## src/rtl/not_gate_bist_pkg.sv

```systemverilog
// Shared types and helpers for the NOT-gate BIST engine.
// No logic; compile-time constants only.
// Not applicable: no datapath flow control lives here.
package not_gate_bist_pkg;

  typedef enum logic [1:0] {
    ST_IDLE   = 2'd0,
    ST_SETTLE = 2'd1,
    ST_CHECK  = 2'd2,
    ST_DONE   = 2'd3
  } state_e;

  localparam int STATE_W = 2;

  // All-ones marker for "no failing vector"; sliced to the index width by users.
  localparam logic [31:0] NO_ERR_IDX = '1;

  // Vector index width: max(1, clog2(n)).
  function automatic int idx_width(input int n);
    if (n <= 2) return 1;
    return $clog2(n);
  endfunction

endpackage

```

## src/rtl/bist_sat_counter.sv

```systemverilog
// Saturating up-counter with synchronous clear and increment enable.
// Latency: count updates one cycle after i_inc/i_clr; clear beats increment.
// No backpressure: increments arriving at full scale are dropped.
module bist_sat_counter
  import not_gate_bist_pkg::*;
#(
  parameter int CNT_W = 8
) (
  input  logic             clk,
  input  logic             rst,
  input  logic             i_clr,
  input  logic             i_inc,
  output logic [CNT_W-1:0] o_cnt
);

  logic [CNT_W-1:0] r_cnt;

  // Count up on enable, stick at all-ones, clear on request or reset.
  always_ff @(posedge clk) begin
    if (rst) begin
      r_cnt <= '0;
    end else if (i_clr) begin
      r_cnt <= '0;
    end else if (i_inc && (r_cnt != '1)) begin
      r_cnt <= r_cnt + CNT_W'(1);
    end
  end

  assign o_cnt = r_cnt;

endmodule

```

## src/rtl/not_gate_bist.sv

```systemverilog
// BIST engine for a NOT gate: toggles dut_a, waits SETTLE_CYC, checks dut_y == ~dut_a.
// Latency: done rises NUM_VECTORS*(SETTLE_CYC+1) cycles after the start-accepting edge.
// No backpressure: start is only accepted in IDLE/DONE; optional BIST_ABORT_ON_ERR_EN stops at first mismatch.
module not_gate_bist
  import not_gate_bist_pkg::*;
#(
  parameter  int NUM_VECTORS = 8,
  parameter  int SETTLE_CYC  = 1,
  parameter  int CNT_W       = 8,
  localparam int IDX_W       = idx_width(NUM_VECTORS)
) (
  input  logic             clk,
  input  logic             rst,
  input  logic             start,
  output logic             dut_a,
  input  logic             dut_y,
  output logic             busy,
  output logic             done,
  output logic             pass,
  output logic [CNT_W-1:0] err_count,
  output logic [IDX_W-1:0] first_err_idx
);

  localparam int              SC_W        = idx_width(SETTLE_CYC);
  localparam logic [IDX_W-1:0] LAST_IDX    = IDX_W'(NUM_VECTORS - 1);
  localparam logic [SC_W-1:0]  SETTLE_LAST = SC_W'(SETTLE_CYC - 1);
  localparam logic [IDX_W-1:0] NONE_IDX    = NO_ERR_IDX[IDX_W-1:0];

  state_e           r_state;
  state_e           w_state_nxt;
  logic [IDX_W-1:0] r_vec_idx;
  logic [SC_W-1:0]  r_settle_cnt;
  logic             r_dut_a;
  logic [IDX_W-1:0] r_first_err_idx;

  logic w_start_acc;
  logic w_advance;
  logic w_err_inc;
  logic w_mismatch;
  logic w_last_vec;
  logic w_stop;

  // dut_y comes straight from a combinational gate on this clock, so no synchroniser.
  assign w_mismatch = (dut_y == r_dut_a);
  assign w_last_vec = (r_vec_idx == LAST_IDX);

`ifdef BIST_ABORT_ON_ERR_EN
  assign w_stop = w_last_vec | w_mismatch;
`else
  assign w_stop = w_last_vec;
`endif

  // State register; reset discards any run in flight.
  always_ff @(posedge clk) begin
    if (rst) begin
      r_state <= ST_IDLE;
    end else begin
      r_state <= w_state_nxt;
    end
  end

  // Next-state and per-cycle control strobes.
  always_comb begin
    w_state_nxt = r_state;
    w_start_acc = 1'b0;
    w_advance   = 1'b0;
    w_err_inc   = 1'b0;
    case (r_state)
      ST_IDLE, ST_DONE: begin
        if (start) begin
          w_start_acc = 1'b1;
          w_state_nxt = ST_SETTLE;
        end
      end
      ST_SETTLE: begin
        if (r_settle_cnt == SETTLE_LAST) w_state_nxt = ST_CHECK;
      end
      ST_CHECK: begin
        w_err_inc = w_mismatch;
        if (w_stop) begin
          w_state_nxt = ST_DONE;
        end else begin
          w_advance   = 1'b1;
          w_state_nxt = ST_SETTLE;
        end
      end
      default: w_state_nxt = ST_IDLE;
    endcase
  end

  // Stimulus, vector index, settle timer and first-failure capture.
  always_ff @(posedge clk) begin
    if (rst || w_start_acc) begin
      r_vec_idx       <= '0;
      r_settle_cnt    <= '0;
      r_dut_a         <= 1'b0;
      r_first_err_idx <= NONE_IDX;
    end else begin
      if (r_state == ST_SETTLE) begin
        r_settle_cnt <= r_settle_cnt + SC_W'(1);
      end
      if (r_state == ST_CHECK && w_mismatch && r_first_err_idx == NONE_IDX) begin
        r_first_err_idx <= r_vec_idx;
      end
      if (w_advance) begin
        r_vec_idx    <= r_vec_idx + IDX_W'(1);
        r_dut_a      <= ~r_dut_a;
        r_settle_cnt <= '0;
      end
    end
  end

  bist_sat_counter #(
    .CNT_W (CNT_W)
  ) u_err_cnt (
    .clk   (clk),
    .rst   (rst),
    .i_clr (w_start_acc),
    .i_inc (w_err_inc),
    .o_cnt (err_count)
  );

  assign dut_a         = r_dut_a;
  assign busy          = (r_state == ST_SETTLE) || (r_state == ST_CHECK);
  assign done          = (r_state == ST_DONE);
  assign pass          = done && (err_count == '0);
  assign first_err_idx = r_first_err_idx;

endmodule

```

## config.mk

```make
export PLATFORM = sky130hd
export DESIGN_NAME = not_gate_bist
export DESIGN_NICKNAME = d
export VERILOG_FILES = /design/src/rtl/not_gate_bist_pkg.sv /design/src/rtl/bist_sat_counter.sv /design/src/rtl/not_gate_bist.sv
export SDC_FILE = /design/constraint.sdc
export NUM_CORES = 1
export LEC_CHECK = 0
export ABC_AREA = 1
export CAP_MARGIN = 20
export CORE_MARGIN = 5
export CORE_UTILIZATION = 35
export DETAILED_ROUTE_END_ITERATION = 16
export SYNTH_ARGS = -nofsm -noshare
export SYNTH_HDL_FRONTEND = slang
export SYNTH_HIERARCHICAL = 1
export SYNTH_SLANG_ARGS = --single-unit
```

## constraint.sdc

```tcl
create_clock -name clk -period 1.8 [get_ports clk]
set_clock_uncertainty 0.05 [all_clocks]
set_input_delay 0.45 -clock clk [delete_from_list [all_inputs] [get_ports clk]]
set_output_delay 0.45 -clock clk [all_outputs]
set_load 0.005 [all_outputs]
```

Word level (Yosys, flattened, before mapping):

Index checks and enable logic that the tools add are counted.

* memory bits (read-only): 0
* logic and storage cells: 40
* flip-flop bits (word level): 18
* bits in writable memories: 0
* memories kept: 0
* output and inout port bits: 15
* input port bits: 4
* bits in latches: 0

* shift-type cells: 0
* reduce and logical (&&, ||, !) cells: 12
* multiply operators: 0
* mux-type cells: 9
* bitwise operators: 1
* add/sub/neg operators: 3
* divide/modulo/power cells: 0
* order comparisons: 0
* equal/unequal tests: 9

Operators by type and width (number)
* $add A8 B1 Y8 const B: 1
* $logic_not A8 Y1: 1
* $ne A8 B8 Y1 const B: 1
* $eq A3 B3 Y1 const B: 2
* $mux W2: 3
* $pmux W2 S3: 1
* $reduce_or A2 Y1: 3
* $mux W1: 5
* $eq A2 B2 Y1 const B: 2
* $logic_and A1 B1 Y1: 4
* $ne A2 B2 Y1 const B: 2
* $add A3 B1 Y3 const B: 1
* $eq A2 B1 Y1 const B: 1
* $logic_not A2 Y1: 1
* $logic_or A1 B1 Y1: 2
* $reduce_and A2 Y1: 1
* $add A1 B1 Y1 const B: 1
* $eq A1 B1 Y1: 1
* $not A1 Y1: 1

Logic depth before layout (Yosys ltp):

Gate-level depths: netlist (run 1).

* depth in word-level cells: 5
* gate-level depth with buffers: 10

Modules after synthesis:

Netlist (run 1), hierarchy kept.

By module, submodules not included
* not_gate_bist: cells each 74, times used 1, area an instance 548.0 um^2, sequential area each 200.2 um^2
* bist_sat_counter: cells each 73, times used 1, area an instance 460.4 um^2, sequential area each 160.2 um^2

Worst setup path before layout (run 1):

Ideal clock, no wire load.

* path type: register to register
* start point: register r_state[0]
* end point: register u_err_cnt.r_cnt[7], in the netlist u_err_cnt/o_cnt[7]
* stages on the path, launching flop included: 10
* setup slack: 0.207 ns
* arrival: 1.426 ns
* setup time: 0.117 ns
* cells stage by stage: dfxtp_1 > inv_1 > ha_1 > inv_1 > a21oi_4 > and2_2 > clkbuf_1 > nand2_1 > nor2_1 > nor2_1

* elaborated cells between the ends (all ways): 8
* those cells by class: 2 x eq/ne; 2 x mux; 4 x reduce/logical

RTL lines
* start: declaration: RTL line not_gate_bist.sv:29 `state_e r_state;`
* start signal: assignment: RTL line not_gate_bist.sv:58 `r_state <= w_state_nxt;`
* $eq A2 B2 Y1: RTL line not_gate_bist.sv:68 `case (r_state)`
* $mux W1: RTL line not_gate_bist.sv:68
* net w_err_inc: RTL line not_gate_bist.sv:38 `logic w_err_inc;`
* $logic_and A1 B1 Y1: RTL line bist_sat_counter.sv:24 `end else if (i_inc && (r_cnt != '1)) begin`
* end signal: assignment: RTL line bist_sat_counter.sv:25 `r_cnt <= r_cnt + CNT_W'(1);`
* end: declaration: RTL line bist_sat_counter.sv:16 `logic [CNT_W-1:0] r_cnt;`

The timed path passes the listed nets, and every way through them passes these cells.
A chain may end at the register's enable or synchronous reset.

Worst setup path after layout (run 1):

* start point: register u_err_cnt.r_cnt[1], in the netlist u_err_cnt/o_cnt[1]
* end point: output port err_count[1]

RTL lines
* end: declaration: RTL line not_gate_bist.sv:20 `output logic [CNT_W-1:0] err_count,`

No word-level cell between the ends.

==> flow_metrics.env, run 1 <==
export IMPL_syn_nets=157
export IMPL_crit_slowest_cell="clkdlybuf4s50_1"
export IMPL_synth_most_common_cell="nand2_1"
export IMPL_port_buffers=18
export IMPL_grt_pass1_wl_mm=4.15
export IMPL_r2r_start="r_state[1]"
export IMPL_regToRegEndpoint="u_err_cnt/o_cnt[3]"
export IMPL_routed_wl_mm=2.33
export IMPL_cts_clk_slew_worst_paths_ns=0.11
export IMPL_detail_route_antenna_nets=0
export IMPL_grt_antenna_before_repair=0
export IMPL_cp_depth=2
export IMPL_crit_buf_inv=2
export IMPL_overflow=0
export IMPL_vias_per_cell=4.72
export IMPL_total_power_w=0.000819
export IMPL_power_density_nw_per_um2=569
export IMPL_final_setup_viol_count=0
export IMPL_slew_headroom=0.839
export IMPL_post_route_min_period_ns=1.75
export IMPL_synth_cell_types=20
export IMPL_grt_max_degree=11
export IMPL_synth_seq_cells=18
export IMPL_pre_cts_ws_ns=-0.0754
export IMPL_nNetsFinal=199
export IMPL_dieArea_um2=4060
export IMPL_wl_per_cell_um=10.6
export IMPL_max_freq_mhz=570
export IMPL_cts_hold_buf=0
export IMPL_worstMarginPinSlew_ns=0.240
export IMPL_path_max_fanout=5
export IMPL_yosysWarnings=6
export IMPL_clock_sinks=18
export IMPL_cts_tree="yes"
export IMPL_dp_hpwl_mm=1.85
export IMPL_p_leak_nw=0.781
export IMPL_die_w_um=63.7
export IMPL_netlist_area_um2=1010
export IMPL_crit_chain="buf_4, clkdlybuf4s50_1"
export IMPL_dr_first_iter_drc_count=32
export IMPL_clock_latency_ns=0.29
export IMPL_dieHeight_um=63.7
export IMPL_gp_congestion=0.744
export IMPL_dp_cells=213
export IMPL_yosys_area_top_type_share=0.357
export IMPL_cts_buffer_depth=2
export IMPL_outcome="complete, no violations"
export IMPL_cp_endpoint="err_count[1]"
export IMPL_drt_first_pass_iters=4
export IMPL_setup_slack_ns=0.0471
export IMPL_end_kind="primary output"
export IMPL_synthCells=147
export IMPL_cts_root_buffer_cell="clkbuf_4"
export IMPL_syn2layout_area_growth_pct=42.7
export IMPL_ir_drop_v=0.000413
export IMPL_grt_usage=0.125
export IMPL_crit_required_ns=1.30
export IMPL_cpPeakStageDelay_ns=0.50
export IMPL_path_delay_family="buffers and inverters"
export IMPL_synth_area_leaders="dfxtp_1 (36%), nand2_1 (12%), nor2_1 (8.6%)"
export IMPL_hold_path_depth=1
export IMPL_post_route_period_util=0.974
export IMPL_initial_utilization=0.366
export IMPL_drv_cap=0
export IMPL_syn_avg_cell_area_um2=6.86
export IMPL_io_pins=19
export IMPL_rows=19
export IMPL_reg2reg_slack_ns=0.23
export IMPL_route_detailed_drc=0
export IMPL_cp_startpoint="u_err_cnt/o_cnt[1]"
export IMPL_min_path_type="register to register"
export IMPL_antenna_cells=0
export IMPL_vias=1034
export IMPL_fp_coreArea_um2=2760
export IMPL_r2r_cells=10
export IMPL_drv_slew=0
export IMPL_startpoint_type="register"
export IMPL_grt_pass1_vias=1012
export IMPL_grt_setup_unrepaired="yes"
export IMPL_yosys_top_cells_count="nand2_1 (33), nor2_1 (23), dfxtp_1 (18), inv_1 (18), nand3_1 (13)"
export IMPL_fillers=283
export IMPL_layout_drive_gt1_share=0.271
export IMPL_synth_ff_type="dfxtp_1"
export IMPL_numCtsBuffers=3
export IMPL_async_flop_share=0
export IMPL_htreeDepth=1
export IMPL_critPathKind="register to primary output"
export IMPL_synth_seq_area_share=0.357
export IMPL_synth_enable_flop_cells=0
export IMPL_crit_arrival_ns=1.25
export IMPL_instances_no_fill=219
export IMPL_synth_area_leader_cell="dfxtp_1"
export IMPL_hold_viol_final=0
## state kept, by name (all words and copies together), names as in the netlist
name             count
u_err_cnt/o_cnt      8
r_settle_cnt         1
first_err_idx        3
dut_a                1
r_state              2
r_vec_idx            3
## kinds of logic after synthesis
family	count (synthesis)	synth area share
AOI/OAI and AO/OA	20	0.113
buffers and inverters	22	0.0819
and+or+nand+nor	81	0.373
adders and majority gates	6	0.0744
DFF	18	0.357
## per-layer routing
layer  up-vias  track usage  routed length (µm)
li1        555            -                   -
met1       460        0.149                1030
met2        15        0.214                1200
met3         4       0.0302                  82
met4         0       0.0468                  19
met5         -            0                   0
## worst min path at each step
stage / from / to
after global placement: first_err_idx[2] / first_err_idx[2]
after detailed placement: first_err_idx[2] / first_err_idx[2]
final: dut_a / dut_a
after CTS: first_err_idx[2] / first_err_idx[2]
after floorplan: r_state[1] / r_state[1]
after global routing: dut_a / dut_a
## layout by cell type (no fill, tap or decap), drive strengths merged, types with 4 or more instances in the layout
| cell type | n |
|---|---|
| nand2 | 34 |
| nor2 | 26 |
| buf | 21 |
| inv | 21 |
| dfxtp | 18 |
| nand3 | 15 |
| a21oi | 11 |
| clkdlybuf4s50 | 9 |
| o21ai | 8 |
| dlymetal6s2s | 6 |
| ha | 6 |
| clkbuf | 5 |
| nand4 | 4 |
## where the power goes
| part | total, W | internal (W) | leakage (nW) | switching, W |
|---|---|---|---|---|
| combinational | 0.000144 | 0.0000678 | 0.609 | 0.0000758 |
| sequential | 0.000422 | 0.000413 | 0.151 | 0.00000920 |
| clock | 0.000253 | 0.000123 | 0.0210 | 0.000130 |
## through the flow
stage               utilization  instance area, µm²  TNS [ns]  hold WS, ns
finish                    0.522                1440         0        0.424
global route              0.522                1440  -0.00646        0.457
CTS                       0.510                1410    -0.118        0.441
detailed placement        0.493                1360    -0.354        0.416
global placement          0.493                1360    -0.129        0.418
floorplan                     -                1010         0        0.417
## layout make-up
type | count | area, µm² | area share
multi-input combinational | 107 | 577 | 0.401
sequential | 18 | 374 | 0.260
timing repair buffer | 38 | 334 | 0.232
inverter | 21 | 78.8 | 0.0548
tap | 31 | 38.8 | 0.0270
clock buffer | 4 | 36.3 | 0.0252
## what timing repair did
item | 4_1_cts | 5_1_grt
gates resized for setup | 9 | 19
gates cloned | 0 | 0
endpoints found under the setup margin | 4 | 11
pin swaps | 0 | 2
endpoints found under the hold margin | 0 | 0
buffers inserted | 0 | 2
Power figures use the tool's default switching activity.
==> run 2, diff against run 1 <==
Settings changed: GPL_ROUTABILITY_DRIVEN set to 0, SKIP_CTS_REPAIR_TIMING set to 1.
==> run 2 against run 1 <==
Against the previous run:
- non-clock buffer count is 1 lower
- first-iteration DRC count is 16% higher
- global-route usage shrank 0.29 points
- fmax rose by 0.56%
- flip-flop and latch count stayed put
- clock power barely moved
- total power up 1.4%
- cell count fell by 0.46%
- routed wire length shrank 3.4%
- cell area increased by 0.70%
- setup slack better by 0.0097 ns
==> flow_metrics.env, run 2 (synthesized netlist as in run 1, its figures left out) <==
export IMPL_dp_hpwl_mm=1.85
export IMPL_crit_required_ns=1.30
export IMPL_crit_arrival_ns=1.24
export IMPL_design_area_um2=1450
export IMPL_drv_cap=0
export IMPL_r2r_cells=11
export IMPL_fp_coreArea_um2=2760
export IMPL_r2r_start="r_state[0]"
export IMPL_cts_tree="yes"
export IMPL_path_max_fanout=4
export IMPL_numCtsBuffers=3
export IMPL_grt_setup_unrepaired="yes"
export IMPL_initial_utilization=0.366
export IMPL_nNetsFinal=198
export IMPL_clock_latency_ns=0.29
export IMPL_cts_buffer_depth=2
export IMPL_grt_pass1_wl_mm=4.08
export IMPL_clock_sinks=18
export IMPL_dieArea_um2=4060
export IMPL_port_buffers=18
export IMPL_outcome="complete, no violations"
export IMPL_hold_path_depth=1
export IMPL_grtUsageMet1=0.149
export IMPL_setup_slack_ns=0.0568
export IMPL_cts_root_buffer_cell="clkbuf_4"
export IMPL_critPathKind="register to primary output"
export IMPL_clockPowerShare=0.305
export IMPL_busiest_layer="met2"
export IMPL_placed_area_um2=1360
export IMPL_end_kind="primary output"
export IMPL_final_util=0.525
export IMPL_antenna_cells=0
export IMPL_layout_common_cells="nand2_1 (33), nor2_1 (23), buf_4 (19), inv_1 (17), nand3_1 (13)"
export IMPL_routed_wl_mm=2.25
export IMPL_drt_first_pass_iters=4
export IMPL_post_route_period_util=0.968
export IMPL_slew_headroom=0.839
export IMPL_layout_commonest_cell="nand2_1"
export IMPL_grt_max_degree=11
export IMPL_hold_end="dut_a"
export IMPL_use_met2=0.204
export IMPL_dr_first_iter_drc_count=37
export IMPL_wl_per_cell_um=10.3
export IMPL_detail_route_antenna_nets=0
export IMPL_overflow=0
export IMPL_worstMarginPinSlew_ns=0.239
export IMPL_share_comb_of_total_power=0.188
export IMPL_layout_drive_gt1_share=0.262
export IMPL_grt_util_met3=0.0302
export IMPL_vias_per_cell=4.69
export IMPL_route_detailed_drc=0
export IMPL_ir_drop_v=0.000411
export IMPL_die_w_um=63.7
export IMPL_post_route_min_period_ns=1.74
export IMPL_vias=1023
export IMPL_p_leak_nw=0.819
export IMPL_internal_power_w=0.000611
export IMPL_io_pins=19
export IMPL_largest_reg_flops=8
export IMPL_drv_slew=0
export IMPL_min_path_type="register to register"
export IMPL_dieHeight_um=63.7
export IMPL_pre_cts_ws_ns=-0.0754
export IMPL_regToRegEndpoint="u_err_cnt/o_cnt[4]"
export IMPL_p_switching_w=0.000219
export IMPL_total_power_w=0.000830
export IMPL_min_from="dut_a"
export IMPL_cts_clk_slew_worst_paths_ns=0.11
export IMPL_grt_usage=0.122
export IMPL_final_setup_viol_count=0
export IMPL_rows=19
export IMPL_htreeDepth=1
export IMPL_pwr_share_seq=0.507
export IMPL_hold_viol_final=0
export IMPL_max_freq_mhz=574
export IMPL_reg2reg_slack_ns=0.17
export IMPL_grt_pass1_vias=1002
export IMPL_startpoint_type="register"
export IMPL_grt_antenna_before_repair=0
export IMPL_switching_share=0.264
export IMPL_power_density_nw_per_um2=573
export IMPL_syn2layout_area_growth_pct=43.7
[run 2: worst max-delay path by stage]
stage / startpoint / endpoint / depth (start not counted)
floorplan: r_state[0] / u_err_cnt/o_cnt[7] / 9
global placement: dut_y / u_err_cnt/o_cnt[3] / 9
detailed placement: dut_y / u_err_cnt/o_cnt[3] / 9
CTS: r_state[0] / pass / 4
global route: r_state[1] / pass / 4
finish: u_err_cnt/o_cnt[4] / err_count[4] / 2
[run 2: through the flow]
step / std cells / setup TNS, ns / hold WS (ns)
after floorplan: 147 / 0 / 0.417
after global placement: 213 / -0.129 / 0.418
after detailed placement: 213 / -0.354 / 0.416
after CTS: 217 / -0.917 / 0.441
after global routing: 218 / -0.0254 / 0.457
final: 218 / 0 / 0.424
[run 2: critical path, cell delays in order (launching register included)]
cell and delay, ns:
dfxtp_2 0.34, buf_4 0.12, clkdlybuf4s50_1 0.49
[run 2: layer usage]
metal | share of wire | wire length (µm) | up-vias
li1 | - | - | 551
met2 | 0.50 | 1130 | 11
met1 | 0.46 | 1030 | 459
met5 | 0 | 0 | -
met3 | 0.033 | 74 | 2
met4 | 0.0075 | 17 | 0
[run 2: cell type report]
type / count / area, µm²
Tap cell: 31 / 38.8
Timing Repair Buffer: 37 / 340
Multi-Input combinational cell: 107 / 581
Clock buffer: 4 / 36.3
Inverter: 21 / 78.8
Fill cell: 278 / 1310
Sequential cell: 18 / 374
[run 2: power by group through the flow]
stage               clock network [W]  logic (W)  registers [W]
global route                 0.000280   0.000181       0.000424
finish                       0.000253   0.000156       0.000421
floorplan                           0  0.0000760       0.000431
global placement                    0   0.000145       0.000429
detailed placement                  0   0.000149       0.000430
CTS                          0.000261   0.000150       0.000421
==> run 3, diff against run 2 <==
Settings changed: CTS_CLUSTER_SIZE set to 24.
==> results of run 3 <==
Same layout as run 2: the final DEF is identical, and so are final timing and power.
